### config.mk
export PLATFORM = sky130hd
export DESIGN_NAME = mem_access_unit
export DESIGN_NICKNAME = d
export VERILOG_FILES = /design/src/rtl/mem_pkg.sv /design/src/rtl/load_formatter.sv /design/src/rtl/mem_access_unit.sv
export SDC_FILE = /design/constraint.sdc
export NUM_CORES = 1
export LEC_CHECK = 0
export ABC_AREA = 1
export CAP_MARGIN = 10
export CORE_ASPECT_RATIO = 1.2
export CORE_MARGIN = 4
export CORE_UTILIZATION = 31
export CTS_CLUSTER_SIZE = 25
export DETAILED_ROUTE_END_ITERATION = 12
export MAX_ROUTING_LAYER = met4
export PLACE_DENSITY_LB_ADDON = 0.08
export SYNTH_ARGS = -nofsm -noshare
export SYNTH_HDL_FRONTEND = slang
export SYNTH_SLANG_ARGS = --single-unit
### constraint.sdc
create_clock -name clk -period 3 [get_ports clk]
set_input_delay 0.9 -clock clk [delete_from_list [all_inputs] [get_ports clk]]
set_output_delay 0.9 -clock clk [all_outputs]
set_load 0.01 [all_outputs]
### src/rtl/mem_pkg.sv
// Shared constants for the MEM stage: funct3 access encodings,
// the access FSM state type and the store byte-strobe patterns.
package mem_pkg;

    // funct3 encodings for load/store size and sign
    localparam logic [2:0] F3_B  = 3'b000;
    localparam logic [2:0] F3_H  = 3'b001;
    localparam logic [2:0] F3_W  = 3'b010;
    localparam logic [2:0] F3_BU = 3'b100;
    localparam logic [2:0] F3_HU = 3'b101;

    // Access FSM: idle, request pending grant, waiting for read data
    typedef enum logic [1:0] {
        ST_IDLE = 2'd0,
        ST_REQ  = 2'd1,
        ST_WAIT = 2'd2
    } state_t;

    // Byte-strobe patterns for lane 0; shifted by the byte offset
    localparam logic [3:0] STRB_NONE = 4'b0000;
    localparam logic [3:0] STRB_B    = 4'b0001;
    localparam logic [3:0] STRB_H    = 4'b0011;
    localparam logic [3:0] STRB_W    = 4'b1111;

endpackage

### src/rtl/load_formatter.sv
// Combinational load-data formatter: picks the addressed byte/half
// from the read word and sign- or zero-extends it.
// Ports: i_rdata (read word), i_a (byte offset), i_funct3 (size/sign),
//        o_data (32-bit writeback value).
module load_formatter
    import mem_pkg::*;
(
    input  logic [31:0] i_rdata,
    input  logic [1:0]  i_a,
    input  logic [2:0]  i_funct3,
    output logic [31:0] o_data
);

    logic [7:0]  w_byte;
    logic [15:0] w_half;

    always_comb begin
        w_byte = i_rdata[7:0];
        case (i_a)
            2'd0:    w_byte = i_rdata[7:0];
            2'd1:    w_byte = i_rdata[15:8];
            2'd2:    w_byte = i_rdata[23:16];
            default: w_byte = i_rdata[31:24];
        endcase
    end

    assign w_half = i_a[1] ? i_rdata[31:16] : i_rdata[15:0];

    always_comb begin
        o_data = i_rdata;
        case (i_funct3)
            F3_B:    o_data = {{24{w_byte[7]}}, w_byte};
            F3_H:    o_data = {{16{w_half[15]}}, w_half};
            F3_BU:   o_data = {24'd0, w_byte};
            F3_HU:   o_data = {16'd0, w_half};
            default: o_data = i_rdata;
        endcase
    end

endmodule

### src/rtl/mem_access_unit.sv
// MEM stage of the RV32I pipeline: issues data-memory accesses over a
// req/gnt/rvalid handshake, builds store strobes/lane data, formats
// load data, stalls while an access is outstanding and registers the
// MEM/WB result.
// Ports: clk, rst (async, active-high); mem_* EXE/MEM register inputs;
//        dm_* data-memory request/response; mem_stall, mem_fwd_data,
//        mem_misalign; wb_regwrite, wb_rd_addr, wb_data (registered).
// Build option: define MEM_MISALIGN_CHK_EN to block misaligned
//        half/word accesses and flag them on mem_misalign.
module mem_access_unit
    import mem_pkg::*;
#(
    parameter int ADDR_W = 32
) (
    input  logic              clk,
    input  logic              rst,
    input  logic              mem_rdsrc,
    input  logic              mem_memread,
    input  logic              mem_memwrite,
    input  logic              mem_memtoreg,
    input  logic              mem_regwrite,
    input  logic [31:0]       mem_pc_to_reg,
    input  logic [31:0]       mem_alu_out,
    input  logic [31:0]       mem_rs2_data,
    input  logic [4:0]        mem_rd_addr,
    input  logic [2:0]        mem_funct3,
    output logic              dm_req,
    output logic              dm_we,
    output logic [ADDR_W-1:0] dm_addr,
    output logic [3:0]        dm_wstrb,
    output logic [31:0]       dm_wdata,
    input  logic              dm_gnt,
    input  logic              dm_rvalid,
    input  logic [31:0]       dm_rdata,
    output logic              mem_stall,
    output logic [31:0]       mem_fwd_data,
    output logic              mem_misalign,
    output logic              wb_regwrite,
    output logic [4:0]        wb_rd_addr,
    output logic [31:0]       wb_data
);

    state_t      r_state;
    state_t      w_next;
    logic        w_mem;
    logic        w_store;
    logic        w_mis;
    logic        w_issue;
    logic        w_req;
    logic        w_done;
    logic        w_load_done;
    logic [1:0]  w_a;
    logic [3:0]  w_strb;
    logic [31:0] w_wdata;
    logic [31:0] w_fwd;
    logic [31:0] w_ldata;
    logic        r_wb_regwrite;
    logic [4:0]  r_wb_rd_addr;
    logic [31:0] r_wb_data;

    // A simultaneous read+write is handled as a store
    assign w_mem   = mem_memread | mem_memwrite;
    assign w_store = mem_memwrite;
    assign w_a     = mem_alu_out[1:0];
    assign w_fwd   = mem_rdsrc ? mem_pc_to_reg : mem_alu_out;

`ifdef MEM_MISALIGN_CHK_EN
    always_comb begin
        w_mis = 1'b0;
        if (w_mem) begin
            case (mem_funct3)
                F3_H, F3_HU: w_mis = w_a[0];
                F3_W:        w_mis = |w_a;
                default:     w_mis = 1'b0;
            endcase
        end
    end
`else
    assign w_mis = 1'b0;
`endif

    assign w_issue = w_mem & ~w_mis;

    // Request is combinational so an access can be granted in the
    // first cycle; rst gates it so the bus is released immediately.
    always_comb begin
        w_req = 1'b0;
        case (r_state)
            ST_IDLE: w_req = w_issue;
            ST_REQ:  w_req = 1'b1;
            default: w_req = 1'b0;
        endcase
        w_req = w_req & ~rst;
    end

    assign w_load_done = (r_state == ST_WAIT) & dm_rvalid;
    assign w_done      = (w_store & w_req & dm_gnt) | w_load_done;

    always_comb begin
        w_next = r_state;
        case (r_state)
            ST_IDLE: begin
                if (w_issue) begin
                    if (!dm_gnt)     w_next = ST_REQ;
                    else if (!w_store) w_next = ST_WAIT;
                end
            end
            ST_REQ: begin
                if (dm_gnt) w_next = w_store ? ST_IDLE : ST_WAIT;
            end
            ST_WAIT: begin
                if (dm_rvalid) w_next = ST_IDLE;
            end
            default: w_next = ST_IDLE;
        endcase
    end

    always_ff @(posedge clk or posedge rst) begin
        if (rst) r_state <= ST_IDLE;
        else     r_state <= w_next;
    end

    // Store lane replication and byte enables
    always_comb begin
        w_strb  = STRB_NONE;
        w_wdata = mem_rs2_data;
        case (mem_funct3)
            F3_B: begin
                w_strb  = STRB_B << w_a;
                w_wdata = {4{mem_rs2_data[7:0]}};
            end
            F3_H: begin
                w_strb  = STRB_H << {w_a[1], 1'b0};
                w_wdata = {2{mem_rs2_data[15:0]}};
            end
            F3_W: begin
                w_strb  = STRB_W;
                w_wdata = mem_rs2_data;
            end
            default: begin
                w_strb  = STRB_NONE;
                w_wdata = mem_rs2_data;
            end
        endcase
    end

    assign dm_req   = w_req;
    assign dm_we    = w_req & w_store;
    assign dm_addr  = w_req ? {mem_alu_out[ADDR_W-1:2], 2'b00} : '0;
    assign dm_wstrb = (w_req & w_store) ? w_strb : STRB_NONE;
    assign dm_wdata = (w_req & w_store) ? w_wdata : 32'd0;

    assign mem_stall    = w_issue & ~w_done & ~rst;
    assign mem_fwd_data = rst ? 32'd0 : w_fwd;
    assign mem_misalign = w_mis & ~rst;

    load_formatter u_fmt (
        .i_rdata  (dm_rdata),
        .i_a      (w_a),
        .i_funct3 (mem_funct3),
        .o_data   (w_ldata)
    );

    // While stalled, WB sees a bubble so the instruction writes once
    always_ff @(posedge clk or posedge rst) begin
        if (rst) begin
            r_wb_regwrite <= 1'b0;
            r_wb_rd_addr  <= 5'd0;
            r_wb_data     <= 32'd0;
        end else if (mem_stall) begin
            r_wb_regwrite <= 1'b0;
            r_wb_rd_addr  <= 5'd0;
            r_wb_data     <= 32'd0;
        end else begin
            r_wb_regwrite <= mem_regwrite & ~w_mis;
            r_wb_rd_addr  <= mem_rd_addr;
            r_wb_data     <= (w_load_done & mem_memtoreg) ? w_ldata : w_fwd;
        end
    end

    assign wb_regwrite = r_wb_regwrite;
    assign wb_rd_addr  = r_wb_rd_addr;
    assign wb_data     = r_wb_data;

endmodule

# Word level (Yosys, flattened, before mapping)
# Cells that the tools add are included.
# word_totals
out_inout_bits,142
regBits,40
input_bits,145
# classes
n_eq_ne,12
shift,2
n_bitwise,11
reduce_logical,4
n_mux,22
# ops
cell,n
$mux 32,6
$pmux 32 s4,1
$pmux 32 s2,1
$pmux 8 s3,1
$mux 16,1
$mux 2,6
$pmux 4 s3,1
$and 1x1->1,7
$eq 3x3->1 const B,2
$ne 2x2->1 const B,3
$pmux 2 s3,1
$mux 5,1
$eq 2x1->1 const B,2
$eq 2x2->1 const B,2
$logic_not 2->1,2
$mux 4,1
$reduce_and 4->1,1
$shl 1x2->4 const A,1
$shl 2x2->4 const A,1
$eq 3x1->1 const B,1
$eq 3x2->1 const B,1
$logic_not 3->1,1
$ne 3x3->1 const B,1
$not 1->1,2
other kinds (3),4

# Logic depth before layout (Yosys ltp)
# depth
ltp_word,10
ltp_mapped,9
ltp_nobuf,8

# Cells and area by module
# From an unflattened synthesis, not the netlist that was laid out.
# hier_totals
hier_cells,759
area_unflattened_um2,4235.3
# modules_own_cells
mod,seq_area_each_um2,n_inst,area_each_um2,cells_each
mem_access_unit,1001.0,1,3377.0,596
load_formatter,0.0,1,858.3,163

# Worst setup path after synthesis
# No wires, ideal clock.
# synth_timing
path_type,in2out
from,in rst
to,out dm_wdata[18]
path_buffers,2
required_ns,2.100
arrival_ns,2.311
path_slack_ns,-0.211
path_stages,7
cell_sequence,buf_2 -> inv_2 -> nand3_4 -> nor2_4 -> buf_2 -> o21ai_0 -> a21oi_1
# synth_via
elab_chain_len,4
# synth_rtl
item,line,text
"start, declared",mem_access_unit.sv:16,"input logic rst,"
$not 1->1,-,
$and 1x1->1,mem_access_unit.sv:93,w_req = w_req & ~rst;
$and 1x1->1,mem_access_unit.sv:151,assign dm_wdata = (w_req & w_store) ? w_wdata : 32'd0;
$mux 32,mem_access_unit.sv:151,
"end, declared",mem_access_unit.sv:31,"output logic [31:0] dm_wdata,"
# Every way passes these cells.

# Final worst setup path
# layout_timing
from,in dm_rvalid
to,out mem_stall
# layout_via
elab_chain_len,5
# layout_rtl
item,line,text
"start, declared",mem_access_unit.sv:33,"input logic dm_rvalid,"
$and 1x1->1,mem_access_unit.sv:96,assign w_load_done = (r_state == ST_WAIT) & dm_rvalid;
$or 1x1->1,mem_access_unit.sv:97,assign w_done = (w_store & w_req & dm_gnt) | w_load_done;
$not 1->1,mem_access_unit.sv:153,assign mem_stall = w_issue & ~w_done & ~rst;
$and 1x1->1 (2 in a row),mem_access_unit.sv:153,
"end, declared",mem_access_unit.sv:35,"output logic mem_stall,"
# Every way passes these cells.

==> results <==
## critical path, stage by stage
cell and delay (ns):
clkdlybuf4s50_1 0.47, inv_2 0.06, nor3_4 0.16, nor3_2 0.07
buf_4 0.14, nand2_4 0.09, inv_2 0.05, buf_2 0.13
## state kept, by name (all words and copies together), names as in the netlist
name	count
wb_regwrite	1
wb_data	32
wb_rd_addr	5
r_state	2
## power by group
part	switching (mW)	internal, mW
Sequential	0.0490	0.642
Clock	0.202	0.302
Combinational	0.757	0.817
## metal layers
layer	wire length (microns)	vias to the layer above	GRT usage, %	share of wire [%]
li1	-	2711	-	-
met2	9590	212	47.7	53
met3	1250	37	6.10	6.9
met4	567	0	7.65	3.1
met5	0	-	-	0
met1	6670	2486	28.3	37
## placed cells by master, fill, tap and decap left out, types with 2 or more instances in the layout
cell type	n
nand2_1	143
dlygate4sd2_1	65
a21oi_2	17
buf_6	11
buf_4	96
clkdlybuf4s15_1	3
nand2_4	3
nand2_2	5
dfrtp_1	40
nor2_4	4
o21ai_0	21
o21ai_2	5
or2_2	15
inv_4	3
inv_1	65
clkinvlp_4	2
a21oi_1	67
clkbuf_16	5
nand3_2	2
conb_1	3
nand3_4	2
inv_2	6
o21ai_1	6
clkbuf_2	2
buf_12	6
buf_2	32
o31ai_1	3
nand3_1	7
nor2_1	172
clkdlybuf4s50_1	176
nand4_1	10
clkdlybuf4s15_2	2
## final cells by class
cell class              count  area [sq um]  area share, %
clock buffers               6           129           1.72
clock inverters             1          5.00         0.0666
inverters                  76           302           4.01
multi-input cells         490          2290           30.5
flip-flops and latches     40          1000           13.3
well taps                 157           196           2.61
repair buffers            395          3580           47.6
repair inverters            1          7.51         0.0999
## kinds of logic (layout without fill, tap and decap cells)
logic type	Yosys count	count (layout)
AOI/OAI and AO/OA	120	120
buffers and inverters	117	479
DFF	40	40
other	1	3
and+or+nand+nor	366	367
## worst min-delay path by stage
stage / to / slack (ns) / cells after the start
6_report: r_state[1]$_DFFE_PP0P_ / 0.65 / 2
5_1_grt: r_state[1]$_DFFE_PP0P_ / 0.67 / 2
4_1_cts: r_state[1]$_DFFE_PP0P_ / 0.63 / 2
3_5_place_dp: r_state[1]$_DFFE_PP0P_ / 0.61 / 2
3_3_place_gp: r_state[1]$_DFFE_PP0P_ / 0.58 / 2
2_1_floorplan: r_state[1]$_DFFE_PP0P_ / 0.55 / 2
## through the flow
stage | power [mW] | hold WS, ns | utilization [%]
6_report | 2.77 | 0.651 | 64.7
2_1_floorplan | 1.33 | 0.546 | -
5_1_grt | 2.94 | 0.669 | 64.7
3_5_place_dp | 2.23 | 0.607 | 62.6
3_3_place_gp | 2.21 | 0.582 | 62.6
4_1_cts | 2.76 | 0.626 | 63.9
## timing repair
action	in CTS	in global routing
endpoints found under the setup margin	101	73
endpoints found under the hold margin	0	0
setup buffers	15	2
resized for setup	240	32
pin swaps	10	21
cloned	4	0
==> results.toml <==
[status]
outcome = "finished, final reports clean"

[floorplanning]
rows = 43
initial_utilization_pct = 31.9
die-area_sq_um = 13800
die_w_microns = 108
io_pins = 287
coreArea_sq_um = 11600
die_height_microns = 128

[yosys]
synth-simple-area-share_pct = 41.5
synth_compound_area_share_pct = 17.6
yosysTopAreaCell = "dfrtp_1"
syn-cell-area_sq_um = 3710
synthCells = 644
synth_xor_area_share_pct = 0
synth_flop_cell = "dfrtp_1"
synth_edf_count = 0
synth-seq-cells = 40
synth_top_family_by_area = "simple AND/OR/NAND/NOR gates"
synthAdderAreaFrac_pct = 0
syn_area_per_cell_sq_um = 5.76
yosys-top-cells-count = "173 x nor2_1, 144 x nand2_1, 73 x a21oi_1"
synthArstFlopShare_pct = 100
synth-seq-area-share_pct = 27.0
synth.distinct_cells = 29
synth_most_common_cell = "nor2_1"
yosysTopAreaCellShare_pct = 27.0
synthTopCellsByArea = "dfrtp_1 27%, nor2_1 17%, nand2_1 15%"
synthMuxAreaShare_pct = 0
yosysWarnings = 0

[global_routing]
grt_pass1_vias = 5511
overflow = 0
antenna_found_initial = 0
grt_max_degree = 41
grt_util_all_layers_pct = 26.3
grt_pass1_wl_microns = 28000

[timing]
tightest_slew_ns = 0.512
skew_ns = 0.00824
setup_ws_ns = 0.0233
slew_viol_final = 0
setup_tns_ns = 0
slew_headroom_pct = 65.9
rsz0062_at_grt = "true"
finalSetupViolCount = 0
fmax_mhz = 336
min_period_ns = 2.98
period_share_pct = 99.2
hold_viol_final = 0

[place]
gp_congestion = 0.943
io_buffer_count = 283
dp_hpwl_microns = 14400
dp_slack_ns = -0.676
place_area_sq_um = 7280
dp.cells = 1139

[flow_run]
cap_viol_max_count = 0

[setup_path]
endpoint = "mem_stall"
rr_startpoint = "r_state[0]$_DFFE_PP0P_"
crit_start = "dm_rvalid"
cp.arrival_ns = 2.08
reg2reg_depth = 10
critical_path_class = "input port to primary output"
regToRegSetupSlack_ns = 1.06
path_max_fanout = 2
reg2reg_to = "wb_data[7]$_DFF_PP0_"
cp-end-kind = "primary output"
start_kind = "input port"
required_ns = 2.10

[min_path]
hp-class = "flip-flop to flip-flop"
hp-start = "r_state[1]$_DFFE_PP0P_"

[cts]
cts_tree = "built"
clock_latency_ns = 0.28
ctsHoldBuffers = 0
cts.sinks = 40
root_buffer = "clkbuf_16"
cts_buffer_depth = 2
cts.clk_slew.worst_paths_ns = 0.06
h-tree-depth = 2
cts_buffers = 5

[routing]
antenna_left = 0
wire_per_inst_microns = 15.5
drt-initial-drc-count = 267
first_pass_iters = 4
num_vias = 5446
drc = 0
routed_wl_microns = 18100
via_per_inst = 4.67

[final_layout]
syn_to_final_growth_pct = 102
antennaDiodeCount = 0
final_layout_size_suffix_gt1_share_pct = 22.4
final_nets = 1154
n_fill_cell = 1143
fin_area_sq_um = 7510
final_cells = 1166

[power_and_ir_drop]
p_leak_nw = 4.02
max-vdd-ir-drop_mv = 0.242
cellPowerDensity_nw_per_um2 = 369
Power figures use the tool's default switching activity.
